===== config.mk =====
export PLATFORM = sky130hd
export DESIGN_NAME = dice_roller
export DESIGN_NICKNAME = d
export VERILOG_FILES = /design/src/rtl/dice_roller.sv
export SDC_FILE = /design/constraint.sdc
export NUM_CORES = 1
export LEC_CHECK = 0
export BUFFER_PORTS_ARGS = -buffer_cell sky130_fd_sc_hd__buf_4
export CORE_UTILIZATION = 50
export CTS_BUF_LIST = sky130_fd_sc_hd__clkbuf_4 sky130_fd_sc_hd__clkbuf_8 sky130_fd_sc_hd__clkbuf_16
export DETAILED_ROUTE_END_ITERATION = 12
export GPL_TIMING_DRIVEN = 0
export PLACE_DENSITY = 0.7
export SYNTH_ARGS = -nofsm -noshare
export SYNTH_HDL_FRONTEND = slang
export SYNTH_SLANG_ARGS = --single-unit

===== constraint.sdc =====
create_clock -name clk -period 2.4 [get_ports clk]
set_input_delay 0.48 -clock clk [delete_from_list [all_inputs] [get_ports clk]]
set_output_delay 0.48 -clock clk [all_outputs]
set_load 0.02 [all_outputs]

===== src/rtl/dice_roller.sv =====
// Two-dice roller: synchronized, debounced push-button drives a
// free-running 36-state die pair that freezes when the button is released.
module dice_roller #(
    parameter int DB_CYCLES = 4,
    parameter int DB_W      = 20
) (
    input  logic       clk,
    input  logic       reset,
    input  logic       button,
    output logic [2:0] die_a,
    output logic [2:0] die_b,
    output logic [3:0] sum,
    output logic       rolling,
    output logic       roll_done,
    output logic       valid,
    output logic [7:0] roll_count
);

    typedef enum logic [1:0] {
        IDLE    = 2'd0,
        ROLLING = 2'd1,
        DONE    = 2'd2
    } state_t;

    state_t          state;
    logic            sync_1;
    logic            btn_s;
    logic            db_state;
    logic [DB_W-1:0] db_cnt;

    always_ff @(posedge clk or posedge reset) begin
        if (reset) begin
            sync_1 <= 1'b0;
            btn_s  <= 1'b0;
        end else begin
            sync_1 <= button;
            btn_s  <= sync_1;
        end
    end

    // Accept a level change only after DB_CYCLES consecutive differing samples
    always_ff @(posedge clk or posedge reset) begin
        if (reset) begin
            db_state <= 1'b0;
            db_cnt   <= '0;
        end else if (btn_s == db_state) begin
            db_cnt <= '0;
        end else if (db_cnt == DB_W'(DB_CYCLES - 1)) begin
            db_state <= btn_s;
            db_cnt   <= '0;
        end else begin
            db_cnt <= db_cnt + 1'b1;
        end
    end

    always_ff @(posedge clk or posedge reset) begin
        if (reset) begin
            state      <= IDLE;
            die_a      <= 3'd1;
            die_b      <= 3'd1;
            rolling    <= 1'b0;
            roll_done  <= 1'b0;
            valid      <= 1'b0;
            roll_count <= 8'd0;
        end else begin
            unique case (state)
                IDLE: begin
                    if (db_state) begin
                        state   <= ROLLING;
                        rolling <= 1'b1;
                    end
                end
                ROLLING: begin
                    // die_b steps only when die_a wraps, giving a period of 36
                    if (die_a == 3'd6) begin
                        die_a <= 3'd1;
                        die_b <= (die_b == 3'd6) ? 3'd1 : die_b + 3'd1;
                    end else begin
                        die_a <= die_a + 3'd1;
                    end
                    if (!db_state) begin
                        state     <= DONE;
                        rolling   <= 1'b0;
                        roll_done <= 1'b1;
                    end
                end
                DONE: begin
                    state      <= IDLE;
                    roll_done  <= 1'b0;
                    valid      <= 1'b1;
                    roll_count <= roll_count + 8'd1;
                end
                default: begin
                    state     <= IDLE;
                    rolling   <= 1'b0;
                    roll_done <= 1'b0;
                end
            endcase
        end
    end

    assign sum = {1'b0, die_a} + {1'b0, die_b};

endmodule

==> impl_metrics.env, run 1 <==
export IMPL_start_kind="flop"
export IMPL_ff_latch_area_um2=1050
export IMPL_synth_seq_cells=42
export IMPL_async_reset_ff_frac=1.00
export IMPL_final_hold_viol_count=0
export IMPL_ios=24
export IMPL_period_share=0.909
export IMPL_synth_distinct_cells=40
export IMPL_antenna_found_initial=0
export IMPL_required_ns=1.92
export IMPL_multi_input_area_um2=926
export IMPL_drv_slew=0
export IMPL_grt_setup_unrepaired="no"
export IMPL_pwr_share_seq=0.403
export IMPL_diodes=0
export IMPL_peakVddDrop_uv=498
export IMPL_cap_violations=0
export IMPL_status="finished, final reports clean"
export IMPL_min_period_ns=2.18
export IMPL_slew_headroom=0.437
export IMPL_cts_buffers=5
export IMPL_globalRouteOverflowTotal=0
export IMPL_ys_warn_count=0
export IMPL_avgSynthCellArea_um2=10.8
export IMPL_end_kind="output port"
export IMPL_drc=0
export IMPL_die_area_um2=4290
export IMPL_port_buffers=23
export IMPL_insertion_delay_ns=0.30
export IMPL_routedWlPerCell_um=13.8
export IMPL_mostFrequentLayoutCell="dfrtp_1"
export IMPL_leakagePower_nw=1.08
export IMPL_ys_flop_type="dfrtp_1"
export IMPL_rows=22
export IMPL_die_h_um=65.5
export IMPL_cts_setup_buffers=0
export IMPL_clock_path_buffers=2
export IMPL_drive_above_1_share=0.206
export IMPL_reg2reg_depth=6
export IMPL_power_mw=2.55
export IMPL_power_density_nw_per_um2=1070
export IMPL_swShare=0.358
export IMPL_critPathKind="flop to output port"
export IMPL_cts_clk_slew_worst_paths_ns=0.09
export IMPL_synth_edf_count=0
export IMPL_worstHoldPathCells=1
export IMPL_worstHoldPathType="input pin to flop"
export IMPL_route_vias_total=1449
export IMPL_skew_ns=0.0122
export IMPL_final_nets=227
export IMPL_cts_max_level=2
export IMPL_netlist_instances=187
export IMPL_core_um2=3770
export IMPL_crit_fanout=7
export IMPL_hold_buffers=0
export IMPL_p_clk_frac=0.260
export IMPL_dp_hpwl_mm=2.64
export IMPL_synth_nets=197
export IMPL_grt_pass1_vias=1439
export IMPL_area_growth_pct=18.4
export IMPL_die_width_um=65.5
export IMPL_combPwrFrac=0.336
export IMPL_fmax_ghz=0.458
export IMPL_drtAntennaViolNets=0
export IMPL_viasPerCell=5.45
export IMPL_cts_root_buffer="clkbuf_8"
export IMPL_gp_congestion=0.876
export IMPL_grt_pass1_wl_mm=6.40
export IMPL_drt_pass1_iter_count=4
export IMPL_cts_tree="built"
export IMPL_power_switching_mw=0.912
export IMPL_p_int_mw=1.64
export IMPL_grt_max_degree=43
export IMPL_drtIter0Drc=46
export IMPL_tightest_slew_ns=0.844
export IMPL_grtUsageTotal=0.202
export IMPL_layout_common_cells="dfrtp_1 (40), buf_4 (23), nor2_1 (20), nand2_1 (16), xnor2_1 (16)"
export IMPL_fillCellCount=305
export IMPL_cts_repair_resize_count=0
export IMPL_setup_viol=0
export IMPL_routed_wl_mm=3.67
export IMPL_mappedNetlistArea_um2=2020
export IMPL_tns_ns=0
export IMPL_cp_data_arrival_time_ns=1.70
export IMPL_initial_utilization=0.535
export IMPL_yosysSeqAreaShare=0.522
export IMPL_clock_sinks=42
==> through the flow <==
stage                     hold WS (ns)  utilization  instances  instance area, um2  setup slack [ns]
final                            0.295        0.633        266                2390             0.218
after global routing             0.279        0.633        266                2390             0.152
after CTS                        0.284        0.633        266                2390             0.200
after detailed placement         0.337        0.597        258                2250             0.377
after global placement           0.339        0.597        258                2250             0.407
after floorplan                  0.331            -        187                2020             0.545
==> power groups by stage <==
stage | clock (mW) | combinational (mW) | sequential [mW]
after global routing | 0.706 | 0.953 | 1.05
after floorplan | 0 | 0.464 | 1.12
after detailed placement | 0 | 0.867 | 1.04
after global placement | 0 | 0.843 | 1.03
after CTS | 0.684 | 0.872 | 1.03
final | 0.664 | 0.858 | 1.03
==> cells in the mapped netlist (all sizes together), types with 3 or more instances <==
library cell	number	area share
nand2	16	0.030
xnor2	16	0.069
ha	6	0.037
o21ai	5	0.012
xor2	9	0.039
nand3	7	0.024
inv	7	0.013
or3	4	0.013
nand2b	3	0.0093
nor3	5	0.012
nor2	20	0.037
nand4	9	0.038
dfrtp	40	0.50
nor4	10	0.034
a21oi	4	0.012
==> layout make-up <==
| type | instances | area share |
|---|---|---|
| sequential | 42 | 0.441 |
| inverter | 7 | 0.0110 |
| clock buffer | 5 | 0.0288 |
| clock inverter | 3 | 0.0288 |
| multi-input combinational | 135 | 0.388 |
| buffer | 3 | 0.00524 |
| timing repair buffer | 23 | 0.0723 |
| tap | 48 | 0.0251 |
==> worst max-delay path, stage by stage, from the launching register on <==
cell     delay [ns]
dfstp_2        0.61
ha_1           0.21
fa_1           0.41
buf_4          0.17
==> registers in the layout (all words and copies together) (netlist names) <==
| name | flops |
|---|---|
| state | 2 |
| valid | 1 |
| db_state | 1 |
| die_b | 3 |
| btn_s | 1 |
| die_a | 3 |
| rolling | 1 |
| db_cnt | 20 |
| roll_count | 8 |
| roll_done | 1 |
| sync_1 | 1 |
==> kinds of logic after synthesis <==
family | share of synthesized area
multiplexers | 0.0161
flip-flops | 0.522
buffers and inverters | 0.0192
XOR/XNOR | 0.108
adder cells (fa/ha/maj) | 0.0521
AO/OA/AOI/OAI | 0.0564
AND/OR/NAND/NOR | 0.226
==> path summary, 6_finish.rpt <==
| path | from | to | slack (ns) |
|---|---|---|---|
| min in group asynchronous | reset | die_a[2] | 0.34 |
| worst min register to register | sync_1 | btn_s | 0.34 |
| worst max register to register | db_cnt[0] | db_cnt[3] | 0.38 |
| worst min-delay path | button | sync_1 | 0.30 |
| worst max-delay path | die_a[0] | sum[1] | 0.22 |
| max in group asynchronous | reset | sync_1 | 1.50 |
==> metal layers <==
metal | routed length (um) | track usage | up-vias
li1 | - | - | 715
met1 | 1710 | 0.240 | 708
met2 | 1790 | 0.341 | 18
met3 | 90 | 0.0417 | 8
met4 | 82 | 0.106 | 0
met5 | 0 | 0 | -
(Power assumes the default switching activity.)
==> inputs of run 2 (changes only) <==
--- a/config.mk
+++ b/config.mk
@@ -6,11 +6,11 @@
 export NUM_CORES = 1
 export LEC_CHECK = 0
 export BUFFER_PORTS_ARGS = -buffer_cell sky130_fd_sc_hd__buf_4
-export CORE_UTILIZATION = 50
+export CORE_UTILIZATION = 57
 export CTS_BUF_LIST = sky130_fd_sc_hd__clkbuf_4 sky130_fd_sc_hd__clkbuf_8 sky130_fd_sc_hd__clkbuf_16
 export DETAILED_ROUTE_END_ITERATION = 12
 export GPL_TIMING_DRIVEN = 0
-export PLACE_DENSITY = 0.7
+export PLACE_DENSITY = 0.78
 export SYNTH_ARGS = -nofsm -noshare
 export SYNTH_HDL_FRONTEND = slang
 export SYNTH_SLANG_ARGS = --single-unit
==> constraint.sdc (replaced) <==
create_clock -name clk -period 2.1 [get_ports clk]
set_input_delay 0.42 -clock clk [delete_from_list [all_inputs] [get_ports clk]]
set_output_delay 0.42 -clock clk [all_outputs]
set_load 0.02 [all_outputs]
==> impl_metrics.env, run 2 (synthesis gave the netlist of run 1 again) <==
export IMPL_drtIter0Drc=76
export IMPL_viasPerCell=5.43
export IMPL_cts_buffers=5
export IMPL_whs_ns=0.172
export IMPL_r2r_slack_ns=0.24
export IMPL_cap_violations=0
export IMPL_regToRegStartpoint="db_cnt[0]"
export IMPL_reg2reg_depth=6
export IMPL_path_buf_inv=1
export IMPL_r2r_end="db_cnt[3]"
export IMPL_final_area_um2=2400
export IMPL_crit_fanout=2
export IMPL_largest_register_ffs=20
export IMPL_crit_slowest_cell="fa_1"
export IMPL_top_register="db_cnt"
export IMPL_end_kind="output port"
export IMPL_initial_utilization=0.600
export IMPL_worstHoldPathCells=1
export IMPL_cts_max_level=2
export IMPL_worstHoldEndpoint="sync_1"
export IMPL_crit_family="adder cells"
export IMPL_hp_start="button"
export IMPL_worstHoldPathType="input pin to flop"
export IMPL_period_share=0.983
export IMPL_routed_wl_mm=3.68
export IMPL_final_nets=233
export IMPL_crit_path_max_incr_delay_ns=0.42
export IMPL_required_ns=1.68
export IMPL_mostFrequentLayoutCell="dfrtp_1"
export IMPL_cts_root_buffer="clkbuf_4"
export IMPL_cp_cell_sequence="ha_4 -> fa_1 -> xor2_1 -> buf_4"
export IMPL_grt_use_met1=0.285
export IMPL_top_usage_layer="met2"
export IMPL_grt_max_degree=43
export IMPL_leakagePower_nw=1.09
export IMPL_met2_usage=0.372
export IMPL_skew_ns=0.0112
export IMPL_die_area_um2=3780
export IMPL_clock_path_buffers=2
export IMPL_rows=21
export IMPL_fmax_ghz=0.484
export IMPL_drt_pass1_iter_count=4
export IMPL_tightest_slew_ns=0.829
export IMPL_routedWlPerCell_um=13.6
export IMPL_setup_viol=0
export IMPL_cts_clk_slew_worst_paths_ns=0.11
export IMPL_power_density_nw_per_um2=1170
export IMPL_met3_usage=0.0693
export IMPL_layout_common_cells="dfrtp_1 (38), buf_4 (28), nor2_1 (20), nand2_1 (16), xnor2_1 (16)"
export IMPL_drtAntennaViolNets=0
export IMPL_place_area_um2=2250
export IMPL_cts_tree="built"
export IMPL_min_period_ns=2.07
export IMPL_fillCellCount=269
export IMPL_status="finished, final reports clean"
export IMPL_ios=24
export IMPL_grt_pass1_wl_mm=6.00
export IMPL_critPathKind="flop to output port"
export IMPL_port_buffers=23
export IMPL_cp_data_arrival_time_ns=1.65
export IMPL_antenna_found_initial=0
export IMPL_grtUsageTotal=0.225
export IMPL_slew_headroom=0.446
export IMPL_drive_above_1_share=0.250
export IMPL_diodes=0
export IMPL_dp_hpwl_mm=2.69
export IMPL_top_regs="db_cnt: 20 flops, roll_count: 8 flops"
export IMPL_core_um2=3360
export IMPL_clock_sinks=42
export IMPL_die_h_um=61.5
export IMPL_final_hold_viol_count=0
export IMPL_drc=0
export IMPL_route_vias_total=1467
export IMPL_peakVddDrop_uv=653
export IMPL_gp_congestion=0.904
export IMPL_die_width_um=61.5
export IMPL_grt_setup_unrepaired="yes"
export IMPL_drv_slew=0
export IMPL_insertion_delay_ns=0.35
export IMPL_area_growth_pct=18.8
export IMPL_start_kind="flop"
export IMPL_grt_pass1_vias=1326
export IMPL_globalRouteOverflowTotal=0
## run 2: layer usage
layer,vias to the layer above,wire length (um),part of all wire
li1,735,-,-
met1,701,1650,0.45
met2,24,1850,0.50
met3,7,129,0.035
met4,0,48,0.013
met5,-,0,0
## run 2: per-stage QoR
step	utilization	worst slack, ns	total power, mW	setup TNS, ns	instances
floorplan	-	0.305	1.81	0	187
global placement	0.669	0.116	2.13	0	256
detailed placement	0.669	0.0748	2.19	0	256
CTS	0.702	0.00565	2.77	0	267
global route	0.713	-0.0335	3.01	-0.0808	270
finish	0.713	0.0348	2.80	0	270
## run 2: layout make-up
class	count	area, um2	share of cell area
Clock inverter	1	30.0	0.0125
Buffer	3	15.0	0.00626
Sequential cell	42	1060	0.440
Clock buffer	7	52.6	0.0219
Timing Repair Buffer	29	221	0.0924
Tap cell	46	57.6	0.0240
Multi-Input combinational cell	135	938	0.391
Inverter	7	26.3	0.0110
## run 2: power by group
part,switching (mW),internal (mW),leakage [nW]
logic,0.622,0.513,0.498
registers,0.169,0.981,0.546
clock network,0.238,0.278,0.0463
total,1.03,1.77,1.09
## run 2: how the worst max path moves through the flow
stage | startpoint | endpoint | slack, ns | depth (start not counted)
after CTS | die_b[0] | sum[1] | 0.006 | 3
after floorplan | die_a[0] | sum[2] | 0.30 | 3
final | die_b[0] | sum[2] | 0.03 | 4
after global placement | db_cnt[0] | db_cnt[2] | 0.12 | 6
after detailed placement | db_cnt[0] | db_cnt[5] | 0.07 | 6
after global routing | die_b[1] | sum[3] | -0.03 | 4
## run 2: worst register-to-register path: stages (launching register included)
cell and delay (ns):
dfrtp_1 0.46, ha_1 0.17, inv_1 0.05, or3_2 0.42
o31ai_1 0.27, clkbuf_2 0.30, nor2_1 0.08
## run 2: what timing repair did
| item | CTS | global route |
|---|---|---|
| pin swaps | 0 | 2 |
| hold buffers | 0 | 0 |
| endpoints found under the setup margin | 3 | 23 |
| buffers inserted | 3 | 3 |
| gates resized for setup | 3 | 6 |
==> inputs of run 3 (changes only) <==
--- a/config.mk
+++ b/config.mk
@@ -6,11 +6,13 @@
 export NUM_CORES = 1
 export LEC_CHECK = 0
 export BUFFER_PORTS_ARGS = -buffer_cell sky130_fd_sc_hd__buf_4
-export CORE_UTILIZATION = 57
+export CELL_PAD_IN_SITES_DETAIL_PLACEMENT = 2
+export CELL_PAD_IN_SITES_GLOBAL_PLACEMENT = 2
+export CORE_UTILIZATION = 37
 export CTS_BUF_LIST = sky130_fd_sc_hd__clkbuf_4 sky130_fd_sc_hd__clkbuf_8 sky130_fd_sc_hd__clkbuf_16
 export DETAILED_ROUTE_END_ITERATION = 12
 export GPL_TIMING_DRIVEN = 0
-export PLACE_DENSITY = 0.78
+export PLACE_DENSITY_LB_ADDON = 0.1
 export SYNTH_ARGS = -nofsm -noshare
 export SYNTH_HDL_FRONTEND = slang
 export SYNTH_SLANG_ARGS = --single-unit
==> impl_metrics.env, run 3 (synthesis gave the netlist of run 1 again) <==
export IMPL_status="finished, final reports clean"
export IMPL_crit_fanout=2
export IMPL_peakVddDrop_uv=501
export IMPL_grt_pass1_vias=1650
export IMPL_top_register="db_cnt"
export IMPL_skew_ns=0.00606
export IMPL_p_int_mw=1.72
export IMPL_cts_clk_slew_worst_paths_ns=0.08
export IMPL_die_area_um2=5750
export IMPL_cap_violations=0
export IMPL_met3_usage=0.0423
export IMPL_final_hold_viol_count=0
export IMPL_dpl_cell_count=280
export IMPL_cp_data_arrival_time_ns=1.60
export IMPL_drc=0
export IMPL_globalRouteOverflowTotal=0
export IMPL_required_ns=1.68
export IMPL_initial_utilization=0.390
export IMPL_end_kind="output port"
export IMPL_drv_slew=0
export IMPL_antenna_found_initial=0
export IMPL_crit_slowest_cell="dfstp_2"
export IMPL_leakagePower_nw=1.08
export IMPL_grtUsageTotal=0.189
export IMPL_layout_common_cells="dfrtp_1 (39), buf_4 (25), nor2_1 (20), nand2_1 (16), xnor2_1 (16)"
export IMPL_grt_setup_unrepaired="no"
export IMPL_tns_ns=0
export IMPL_pwr_share_seq=0.413
export IMPL_fin_cells=290
export IMPL_final_nets=229
export IMPL_setup_viol=0
export IMPL_top_usage_layer="met2"
export IMPL_cts_buffers=5
export IMPL_port_buffers=23
export IMPL_start_kind="flop"
export IMPL_top_regs="db_cnt: 20 flops, roll_count: 8 flops"
export IMPL_grt_max_degree=43
export IMPL_grt_pass1_wl_mm=7.98
export IMPL_slew_headroom=0.411
export IMPL_routedWlPerCell_um=16.8
export IMPL_fmax_ghz=0.496
export IMPL_rows=26
export IMPL_grt_use_met1=0.203
export IMPL_ios=24
export IMPL_swShare=0.386
export IMPL_drive_above_1_share=0.236
export IMPL_clock_path_buffers=2
export IMPL_period_share=0.960
export IMPL_route_vias_total=1514
export IMPL_min_period_ns=2.02
export IMPL_tightest_slew_ns=0.882
export IMPL_cp_cell_sequence="ha_2 -> fa_1 -> buf_4"
export IMPL_diodes=0
export IMPL_hold_buffers=0
export IMPL_gp_congestion=0.751
export IMPL_routed_wl_mm=4.88
export IMPL_p_clk_frac=0.193
export IMPL_drt_pass1_iter_count=3
export IMPL_largest_register_ffs=20
export IMPL_die_width_um=75.9
export IMPL_core_um2=5170
export IMPL_area_growth_pct=19.2
export IMPL_viasPerCell=5.22
export IMPL_worstHoldPathType="input pin to flop"
export IMPL_die_h_um=75.9
export IMPL_power_switching_mw=1.08
export IMPL_mostFrequentLayoutCell="dfrtp_1"
export IMPL_power_density_nw_per_um2=1170
export IMPL_met2_usage=0.354
export IMPL_critPathKind="flop to output port"
export IMPL_dp_hpwl_mm=3.61
export IMPL_cts_max_level=2
export IMPL_drtAntennaViolNets=0
export IMPL_drtIter0Drc=49
export IMPL_cts_tree="built"
export IMPL_crit_path_max_incr_delay_ns=0.55
export IMPL_insertion_delay_ns=0.29
export IMPL_clock_sinks=42
export IMPL_combPwrFrac=0.394
export IMPL_cts_root_buffer="clkbuf_8"
[run 3: cell types whose count changed in the layout (fill, tap and decap cells not counted), sizes merged]
cell    before  now
buf         30   26
bufinv       1    0
clkinv       0    1
[run 3: critical path, delay by kind of cell, from the launching register on]
family	cells	cell delay (ns)
buffers and inverters	1	0.17
DFF	1	0.55
adders and majority gates	2	0.60
[run 3: what timing repair did]
item	CTS	global route
setup buffers	2	0
gates resized for setup	4	3
cloned	0	0
setup endpoints to repair	21	21
[run 3: power by group through the flow]
stage	Combinational, mW	Sequential, mW	Clock, mW
final	1.11	1.16	0.540
after global routing	1.22	1.19	0.596
after CTS	1.12	1.16	0.565
after detailed placement	1.04	1.20	0
after global placement	0.980	1.18	0
after floorplan	0.531	1.28	0
[run 3: area by class of cell]
type / count / area (um2)
Clock inverter: 1 / 5.00
Tap cell: 70 / 87.6
Clock buffer: 7 / 90.1
Sequential cell: 42 / 1050
Buffer: 3 / 20.0
Fill cell: 535 / 2770
Timing Repair Buffer: 25 / 188
Multi-Input combinational cell: 135 / 933
Inverter: 7 / 26.3
[run 3: metrics by stage]
step	hold WS, ns	power [mW]	utilization	cell area, um2	setup WS, ns
2_1_floorplan	0.331	1.81	-	2020	0.305
3_3_place_gp	0.344	2.15	0.440	2280	0.0475
3_5_place_dp	0.340	2.25	0.440	2280	-0.115
4_1_cts	0.244	2.84	0.463	2400	0.00177
5_1_grt	0.235	3.00	0.465	2400	0.0108
6_report	0.248	2.81	0.465	2400	0.0840
[run 3: metal layers]
metal | share of wire | vias up
met5 | 0 | -
met4 | 0.022 | 0
met3 | 0.025 | 8
met1 | 0.39 | 769
met2 | 0.56 | 21
li1 | - | 716
[run 3: worst paths after layout]
path,from,endpoint,slack (ns),cells after the start
worst max-delay path,die_a[0],sum[1],0.08,3
worst min-delay path,button,sync_1,0.25,1
worst max register to register,db_cnt[0],db_cnt[4],0.15,6
worst min register to register,sync_1,btn_s,0.35,0
max in group asynchronous,reset,die_a[1],1.17,2
min in group asynchronous,reset,db_cnt[8],0.32,2
